File: src/rtl/mem_burst_reader.sv
// ---------------------------------------------------------------------------
// mem_burst_reader
//   Read-side burst initiator for a synchronous memory with a fixed read
//   latency. A request (start address, beats-1) is turned into one sequential
//   read per cycle. Returned words land in a small buffer and leave on a
//   valid/ready stream tagged with a last-beat flag.
//
//   Reads are only issued while the words already in flight plus the words
//   held in the buffer (after this cycle's pop) leave room. Every issued read
//   therefore has a guaranteed slot, and backpressure never drops data.
//
// Ports
//   clk, rst          single clock, synchronous active-high reset
//   req_valid/ready   burst request handshake
//   req_addr, req_len start address, beat count minus one
//   mem_rd, mem_addr  registered read strobe and address to the memory
//   mem_data          read data, valid rd_latency cycles after mem_rd
//   out_valid/ready   output beat handshake
//   out_data/last     output beat data and final-beat flag
//   busy              burst in progress
// ---------------------------------------------------------------------------
module mem_burst_reader #(
  parameter int addr_width = 16,
  parameter int data_width = 8,
  parameter int len_width  = 8,
  parameter int rd_latency = 1
) (
  input  logic                  clk,
  input  logic                  rst,
  input  logic                  req_valid,
  output logic                  req_ready,
  input  logic [addr_width-1:0] req_addr,
  input  logic [len_width-1:0]  req_len,
  output logic                  mem_rd,
  output logic [addr_width-1:0] mem_addr,
  input  logic [data_width-1:0] mem_data,
  output logic                  out_valid,
  input  logic                  out_ready,
  output logic [data_width-1:0] out_data,
  output logic                  out_last,
  output logic                  busy
);

  localparam int buf_depth = rd_latency + 2;
  localparam int ptr_width = $clog2(buf_depth);
  // One spare bit so the credit sum can never wrap.
  localparam int cnt_width = $clog2(buf_depth + 1) + 1;

  localparam logic [len_width:0]  beats_one = (len_width + 1)'(1);
  localparam logic [ptr_width-1:0] ptr_last = ptr_width'(buf_depth - 1);

  typedef enum logic [1:0] {IDLE, ISSUE, DRAIN} state_t;
  state_t state;

  logic [addr_width-1:0] addr_cnt;     // next address to issue
  logic [len_width:0]    beats_left;   // reads still to issue
  logic                  mem_last;     // the read on mem_rd is the final one
  logic [rd_latency-1:0] tag_valid;    // one bit per read in the memory pipe
  logic [rd_latency-1:0] tag_last;

  logic [data_width-1:0] buf_data [buf_depth];
  logic                  buf_last [buf_depth];
  logic [ptr_width-1:0]  wr_ptr, rd_ptr, rd_ptr_nxt;
  logic [cnt_width-1:0]  count, inflight, kept, count_nxt;
  logic                  push, push_last, pop, credit_ok;

  function automatic logic [ptr_width-1:0] ptr_inc(input logic [ptr_width-1:0] p);
    return (p == ptr_last) ? '0 : p + ptr_width'(1);
  endfunction

  // NOTE: every variable gets a value at the top of the block so no path
  // leaves one unassigned, which would otherwise infer a latch.
  always_comb begin
    inflight = cnt_width'(mem_rd);
    for (int i = 0; i < rd_latency; i++) begin
      inflight = inflight + cnt_width'(tag_valid[i]);
    end
    pop        = out_valid && out_ready;
    push       = tag_valid[rd_latency-1];
    push_last  = tag_last[rd_latency-1];
    kept       = count - cnt_width'(pop);
    count_nxt  = kept + cnt_width'(push);
    // Popping this cycle frees a slot, so a full pipeline keeps streaming.
    credit_ok  = (inflight + kept) < cnt_width'(buf_depth);
    rd_ptr_nxt = pop ? ptr_inc(rd_ptr) : rd_ptr;
  end

  // NOTE: state is updated with non-blocking assignments only, so every
  // right-hand side below sees the value from before this clock edge.
  always_ff @(posedge clk) begin
    if (rst) begin
      state      <= IDLE;
      req_ready  <= 1'b1;
      busy       <= 1'b0;
      mem_rd     <= 1'b0;
      mem_addr   <= '0;
      mem_last   <= 1'b0;
      addr_cnt   <= '0;
      beats_left <= '0;
      tag_valid  <= '0;
      tag_last   <= '0;
      wr_ptr     <= '0;
      rd_ptr     <= '0;
      count      <= '0;
      out_valid  <= 1'b0;
      out_data   <= '0;
      out_last   <= 1'b0;
      // NOTE: the buffer is small and flop-based, and clearing it guarantees
      // nothing from an abandoned burst can ever be presented after reset.
      for (int i = 0; i < buf_depth; i++) begin
        buf_data[i] <= '0;
        buf_last[i] <= 1'b0;
      end
    end else begin
      mem_rd   <= 1'b0;
      mem_last <= 1'b0;

      unique case (state)
        IDLE: begin
          // The buffer is empty here, so the first read goes out on the
          // accepting edge; beats_left then counts the reads after it.
          if (req_valid && req_ready) begin
            mem_rd     <= 1'b1;
            mem_addr   <= req_addr;
            mem_last   <= (req_len == '0);
            addr_cnt   <= req_addr + addr_width'(1);
            beats_left <= {1'b0, req_len};
            state      <= (req_len == '0) ? DRAIN : ISSUE;
            req_ready  <= 1'b0;
            busy       <= 1'b1;
          end
        end
        ISSUE: begin
          if (credit_ok) begin
            mem_rd     <= 1'b1;
            mem_addr   <= addr_cnt;
            mem_last   <= (beats_left == beats_one);
            addr_cnt   <= addr_cnt + addr_width'(1);  // wraps modulo 2^addr_width
            beats_left <= beats_left - beats_one;
            if (beats_left == beats_one) state <= DRAIN;
          end
        end
        DRAIN: begin
          if (pop && out_last) begin
            state     <= IDLE;
            req_ready <= 1'b1;
            busy      <= 1'b0;
          end
        end
        default: state <= IDLE;
      endcase

      // Tags follow each read through the memory pipe; a tag leaving the
      // last stage marks the cycle its data is on mem_data.
      tag_valid[0] <= mem_rd;
      tag_last[0]  <= mem_last;
      for (int i = 1; i < rd_latency; i++) begin
        tag_valid[i] <= tag_valid[i-1];
        tag_last[i]  <= tag_last[i-1];
      end

      if (push) begin
        buf_data[wr_ptr] <= mem_data;
        buf_last[wr_ptr] <= push_last;
        wr_ptr           <= ptr_inc(wr_ptr);
      end
      rd_ptr    <= rd_ptr_nxt;
      count     <= count_nxt;
      out_valid <= (count_nxt != '0);

      // Output registers mirror the next head entry. When the buffer is
      // empty after the pop, the head is the word being written right now.
      if (kept == '0) begin
        if (push) begin
          out_data <= mem_data;
          out_last <= push_last;
        end
      end else begin
        out_data <= buf_data[rd_ptr_nxt];
        out_last <= buf_last[rd_ptr_nxt];
      end
    end
  end

endmodule

File: config.mk
export PLATFORM = sky130hd
export DESIGN_NAME = mem_burst_reader
export DESIGN_NICKNAME = d
export VERILOG_FILES = /design/src/rtl/mem_burst_reader.sv
export SDC_FILE = /design/constraint.sdc
export NUM_CORES = 1
export LEC_CHECK = 0
export ABC_AREA = 1
export CORE_MARGIN = 1.5
export CORE_UTILIZATION = 25
export DETAILED_ROUTE_END_ITERATION = 12
export GPL_TIMING_DRIVEN = 0
export HOLD_SLACK_MARGIN = 0.06
export SLEW_MARGIN = 30
export SYNTH_ARGS = -nofsm -noshare
export SYNTH_HDL_FRONTEND = slang
export SYNTH_SLANG_ARGS = --single-unit
File: constraint.sdc
create_clock -name clk -period 3.4 [get_ports clk]
set_input_delay 0.68 -clock clk [delete_from_list [all_inputs] [get_ports clk]]
set_output_delay 0.68 -clock clk [all_outputs]
set_load 0.01 [all_outputs]
=== Word-level counts from Yosys, hierarchy flattened ===
Memories as Yosys holds them, arrays and structs flattened.
Index checks and enable logic that the tools add are counted.

* Register bits after elaboration: 66
* Memory bits (writable): 27
* Bits of input ports: 36
* Output and inout bits: 29
* Memories kept: 2

{| class="wikitable"
|+ Memories
! memory !! depth !! width !! read ports !! clocked after Yosys merged registers in !! wr ports !! line !! RTL
|-
| buf_data || 3 || 8 || 1 || 0 || 3 || 61 || <nowiki>logic [data_width-1:0] buf_data [buf_depth];</nowiki>
|-
| buf_last || 3 || 1 || 1 || 0 || 3 || 62 || <nowiki>logic buf_last [buf_depth];</nowiki>
|}

* $add $sub $neg: 9
* Magnitude comparators: 1
* Equal/unequal tests: 10
* Mux-type cells: 45
* Reductions and logical operators: 14

{| class="wikitable"
|+ Operators with widths
! cell !! count
|-
| $mux W16 || 4
|-
| $pmux W16 S2 || 2
|-
| $add A16 B1 Y16 const B || 2
|-
| $mux W8 || 3
|-
| $mux W2 || 10
|-
| $mux W1 || 18
|-
| $mux W9 || 2
|-
| $pmux W9 S2 || 1
|-
| $ne A2 B2 Y1 const B || 5
|-
| $eq A9 B1 Y1 const B || 1
|-
| $sub A9 B1 Y9 const B || 1
|-
| $logic_not A8 Y1 || 1
|-
| $pmux W1 S2 || 4
|-
| $reduce_or A8 Y1 || 1
|-
| $eq A2 B2 Y1 const B || 3
|-
| $pmux W2 S3 || 1
|-
| $reduce_and A3 Y1 || 2
|-
| $add A2 B1 Y2 const B || 2
|-
| $reduce_and A4 Y1 || 1
|-
| $reduce_bool A2 Y1 || 2
|-
| $add A2 B3 Y3 || 1
|-
| $add A3 B1 Y3 || 1
|-
| $logic_and A1 B1 Y1 || 3
|-
| $logic_not A3 Y1 || 1
|-
| 7 further kinds || 7
|}

=== Logic depth before layout (Yosys ltp) ===
* Depth after elaboration: 6
* Gate-level depth with buffers: 18
* Gate-level depth less buffers: 17

=== Worst setup path after synthesis ===
No wires, ideal clock.

* Kind: input to register
* Start point: input out_ready
* End point: register addr_cnt[14]
* Library setup time: 113 ps
* Arrival: 2706 ps
* Path slack: 580 ps
* Stages: 17
* Path through: nand2_1 > inv_1 > ha_1 > xnor2_1 > ha_1 > o21bai_1 > ha_1 > inv_1 > nand3_1 > nand2_1 > nand3_1 > nand2_1 > buf_4 > buf_4 > nand2_1 > o21ai_1 > nor2_1

* Longest elaborated chain between the ends: 6

{| class="wikitable"
|+ RTL lines
! element !! line !! RTL
|-
| start, declared || 38 || <nowiki>input logic out_ready,</nowiki>
|-
| $logic_and A1 B1 Y1 || 78 || <nowiki>pop = out_valid && out_ready;</nowiki>
|-
| $sub A3 B1 Y3 || 81 || <nowiki>kept = count - cnt_width'(pop);</nowiki>
|-
| $add A2 B3 Y3 || 84 || <nowiki>credit_ok = (inflight + kept) < cnt_width'(buf_depth);</nowiki>
|-
| $lt A3 B2 Y1 || 84 ||
|-
| $ne A2 B2 Y1 (no line) || n/a ||
|-
| $reduce_and A3 Y1 (no line) || n/a ||
|-
| end signal, assigned || 126 || <nowiki>addr_cnt <= req_addr + addr_width'(1);</nowiki>
|-
| end signal, assigned || 138 || <nowiki>addr_cnt <= addr_cnt + addr_width'(1);</nowiki>
|-
| end, declared || 55 || <nowiki>logic [addr_width-1:0] addr_cnt;</nowiki>
|}

Every way passes these cells.
A chain may end at the register's enable or synchronous reset.

=== Worst setup path in the final report ===
* Start point: input out_ready
* End point: register beats_left[3]

* Longest elaborated chain between the ends: 6

{| class="wikitable"
|+ RTL lines
! element !! line !! RTL
|-
| $logic_and A1 B1 Y1 || 78 ||
|-
| $sub A3 B1 Y3 || 81 ||
|-
| $add A2 B3 Y3 || 84 ||
|-
| $lt A3 B2 Y1 || 84 ||
|-
| $ne A2 B2 Y1 (no line) || n/a ||
|-
| $reduce_and A3 Y1 (no line) || n/a ||
|-
| end signal, assigned || 127 || <nowiki>beats_left <= {1'b0, req_len};</nowiki>
|-
| end signal, assigned || 139 || <nowiki>beats_left <= beats_left - beats_one;</nowiki>
|-
| end, declared || 56 || <nowiki>logic [len_width:0] beats_left;</nowiki>
|}

Every way passes these cells.

==> metrics.md <==
| Metric | Value |
|---|---|
| Status | finished clean |
| Number of synthesized register bits | around 100 |
| Final setup fails | 0 |
| Crit start category | primary input |
| Max_cap viols | 0 |
| Largest net degree at the start of global routing | 22 |
| Mapped Nets | 699 |
| RSZ-0062 raised after global routing | no |
| Synthesis-to-layout area growth | 25.8% |
| Worst IR drop on VDD | 0.265 mV |
| Sequential area share after synthesis | 47.7% |
| WP data required | 3.68 ns |
| Synth Area in Simple Gates | 23.8% |
| CTS tree | yes |
| Power per cell area | 741 nW/um^2 |
| Drt drc | 0 |
| Synth warn | 0 |
| Initial Utilization | 25.7% |
| Setup bufs post-CTS | 0 |
| Vias/cell | 4.50 |
| DPL Wire Length | 10200 um |
| # fillers | about 2100 |
| Total grt overflow | 0 |
| Final Critical Period | 3.16 ns |
| Relative slew margins | about 47% |
| Initial DRC Count | 260 |
| Antenna violations before repair | 0 |
| Total power | 4.69 mW |
| Final Util | about 32% |
| Top area cells in the synthesized netlist | dfxtp_1 (26%), edfxtp_1 (21%), nand2_1 (10%), inv_1 (6.2%), nor2_1 (6.0%) |
| Type of the worst min-delay path | reg -> reg |
| Top-level I/O count | 65 |
| Hold slack | slightly below 0.4 ns |
| Hold Vio Cnt, Final | 0 |
| Crit Path Max Fanout | 10 |
| CP Class | in -> reg |
| Worst path max stage delay | 0.47 ns |
| Tcrit/Tclk final | 92.9% |
| Fmax | between 0.3 and 0.4 GHz |
| Most common library cell in the layout ignoring fill and taps | nand2_1 |
| Slowest-stage cell, CP | clkdlybuf4s50_1 |
| First-pass GRT wire length | 21900 um |
| GP Congestion | 0.930 |
| Static leakage | 2.63 nW |
| Maximum root-to-sink buffer count | 2 |
| Die area | 21000 sq um |
| Synth Area in Compound Gates | 15.6% |
| Critical path data arrival time | 3.44 ns |
| Total core area | around 20000 sq um |
| CTS Sinks | 102 |
| Die extent in x | 145 um |
| Mux cell area share after synthesis | 0% |
| H-tree depth | 3 |
| Port Buf Inserts | 63 |
| Synth Area in Adders | 1.99% |
| Routed length per instance | around 14 um |
| Vias | approximately 4500 |
| Syn_area_per_cell | approximately 7.7 sq um |
| Commonest non-fill, non-tap cells in the layout | nand2_1 (139), inv_1 (82), nor2_1 (80) |
| Synth Area in XOR/XNOR | between 1 and 1.5% |
| Vias in the first global route | 4259 |
| Die height | between 100 and 150 um |
| Critical-path cell list | clkdlybuf4s50_1 -> nand2_2 -> inv_2 -> ha_2 -> xnor2_1 -> ha_1 -> o21bai_1 -> ha_1 -> inv_1 -> nand3_1 -> nand2_1 -> nand3_1 -> nand2_1 -> buf_6 -> nand2_2 -> clkbuf_4 -> o22ai_1 |
| Layout cells sized above 1 | 8.84% |
| Synth unique cells | 36 |
| Worst-margin pin slew | 0.785 ns |
| Routed WL | roughly 14000 um |
| Detailed Routing Iterations Pass 1 | 4 |
| Final Skew | 0.0132 ns |
| CP Capture Type | flop |
| Synth area leader | dfxtp_1 |
| Top cell type's share of synthesized area | 26.2% |
| Diode count | 0 |
| Clock Root Buffer | clkbuf_16 |
| Synthesized area | 5030 sq um |
| Final net count | 774 |
| Number of buffers created by CTS | 9 |
| Fin. max-slew vios | 0 |
| Clk slew on worst S/H paths | around 0.080 ns |
| Antenna Violating Nets Remaining | 0 |
| FP Rows | between 50 and 60 |
| Clock latency on the worst-skew pair | between 0.3 and 0.4 ns |
| Cell count after synthesis | 655 |
| GRT Total Usage | 13.9% |
| Main combinational cell family by area after synthesis | simple AND/OR/NAND/NOR gates |
-- metrics by stage --
stage	TNS, ns	area [sq um]	setup WS (ns)	cells
after floorplan	0	5030	0.580	655
after global placement	-7.22	6000	-0.215	983
after detailed placement	-7.84	6010	-0.274	984
after CTS	0	6320	0.0987	1000
after global routing	0	6330	0.0185	1000
final	0	6330	0.240	1000
-- cells by family (layout without fill, tap and decap cells) --
| logic type | Yosys count | count (layout) |
|---|---|---|
| simple gates | 287 | 287 |
| compound gates | 136 | 136 |
| buf+inv | 115 | 195 |
| flops | 102 | 102 |
| fa+ha+maj | 8 | 8 |
| xor+xnor | 7 | 7 |
-- cells in the mapped netlist, drive strengths merged --
master and instances:
a211oi 4, a21boi 1, a21o 1, a21oi 25, a31oi 11, and3 1, buf 14, clkbuf 15
dfxtp 66, edfxtp 36, ha 8, inv 86, nand2 150, nand3 41, nand4 3, nor2 85
nor3 3, nor4 1, o211ai 13, o21ai 72, o21bai 1, o22ai 6, o31ai 2, or2 2
or3 1, xnor2 1, xor2 6
-- registers in the layout, summed over array words and instances (netlist names), 2 cells and up --
register and cells:
out_data 8, addr_cnt 16, state 2, beats_left 9
wr_ptr 2, count 3, rd_ptr 2, buf_last 4
buf_data 32, mem_addr 16
-- layout make-up --
class / instances / area (sq um) / share of cell area, %
flip-flops and latches: 102 / 2400 / 37.9
multi-input cells: 438 / 2160 / 34.1
repair buffers: 64 / 636 / 10.0
well taps: 265 / 332 / 5.24
inverters: 86 / 323 / 5.10
clock buffers: 9 / 225 / 3.56
plain buffers: 29 / 170 / 2.69
clock inverters: 7 / 83.8 / 1.32
-- path summary, 6_finish.rpt --
path | slack (ns) | start | cells after the start | endpoint
min reg2reg | 0.40 | mem_last$_SDFF_PP0_ | 2 | push_last$_SDFF_PP0_
min | 0.40 | mem_last$_SDFF_PP0_ | 2 | push_last$_SDFF_PP0_
max reg2reg | 0.68 | out_valid$_SDFF_PP0_ | 16 | beats_left[3]$_SDFFE_PP0P_
max | 0.24 | out_ready | 17 | beats_left[3]$_SDFFE_PP0P_
-- power by group --
group	switching (mW)	internal (mW)	leakage, nW
Combinational	1.20	0.751	1.57
Sequential	0.149	1.53	0.905
Clock	0.532	0.529	0.151
-- layer usage --
metal | GRT usage, % | wire length, um | vias to the layer above
met5 | 0 | 0 | -
met4 | 4.52 | 217 | 0
met3 | 2.93 | 616 | 13
met2 | 22.8 | 6540 | 103
met1 | 18.2 | 6620 | 2072
li1 | - | - | 2309
-- what timing repair did --
item | in CTS | in global routing
hold buffers | 0 | 0
setup endpoints to repair | 0 | 31
resized for setup | 0 | 8
-- worst max-delay path: cells and delay by family --
| family | cells | cell delay, ns |
|---|---|---|
| buffers and inverters | 5 | 1.00 |
| and+or+nand+nor | 6 | 0.58 |
| adders and majority gates | 3 | 0.67 |
| AOI/OAI and AO/OA | 2 | 0.33 |
| xor gates and xnor gates | 1 | 0.14 |
(Power assumes the default switching activity.)
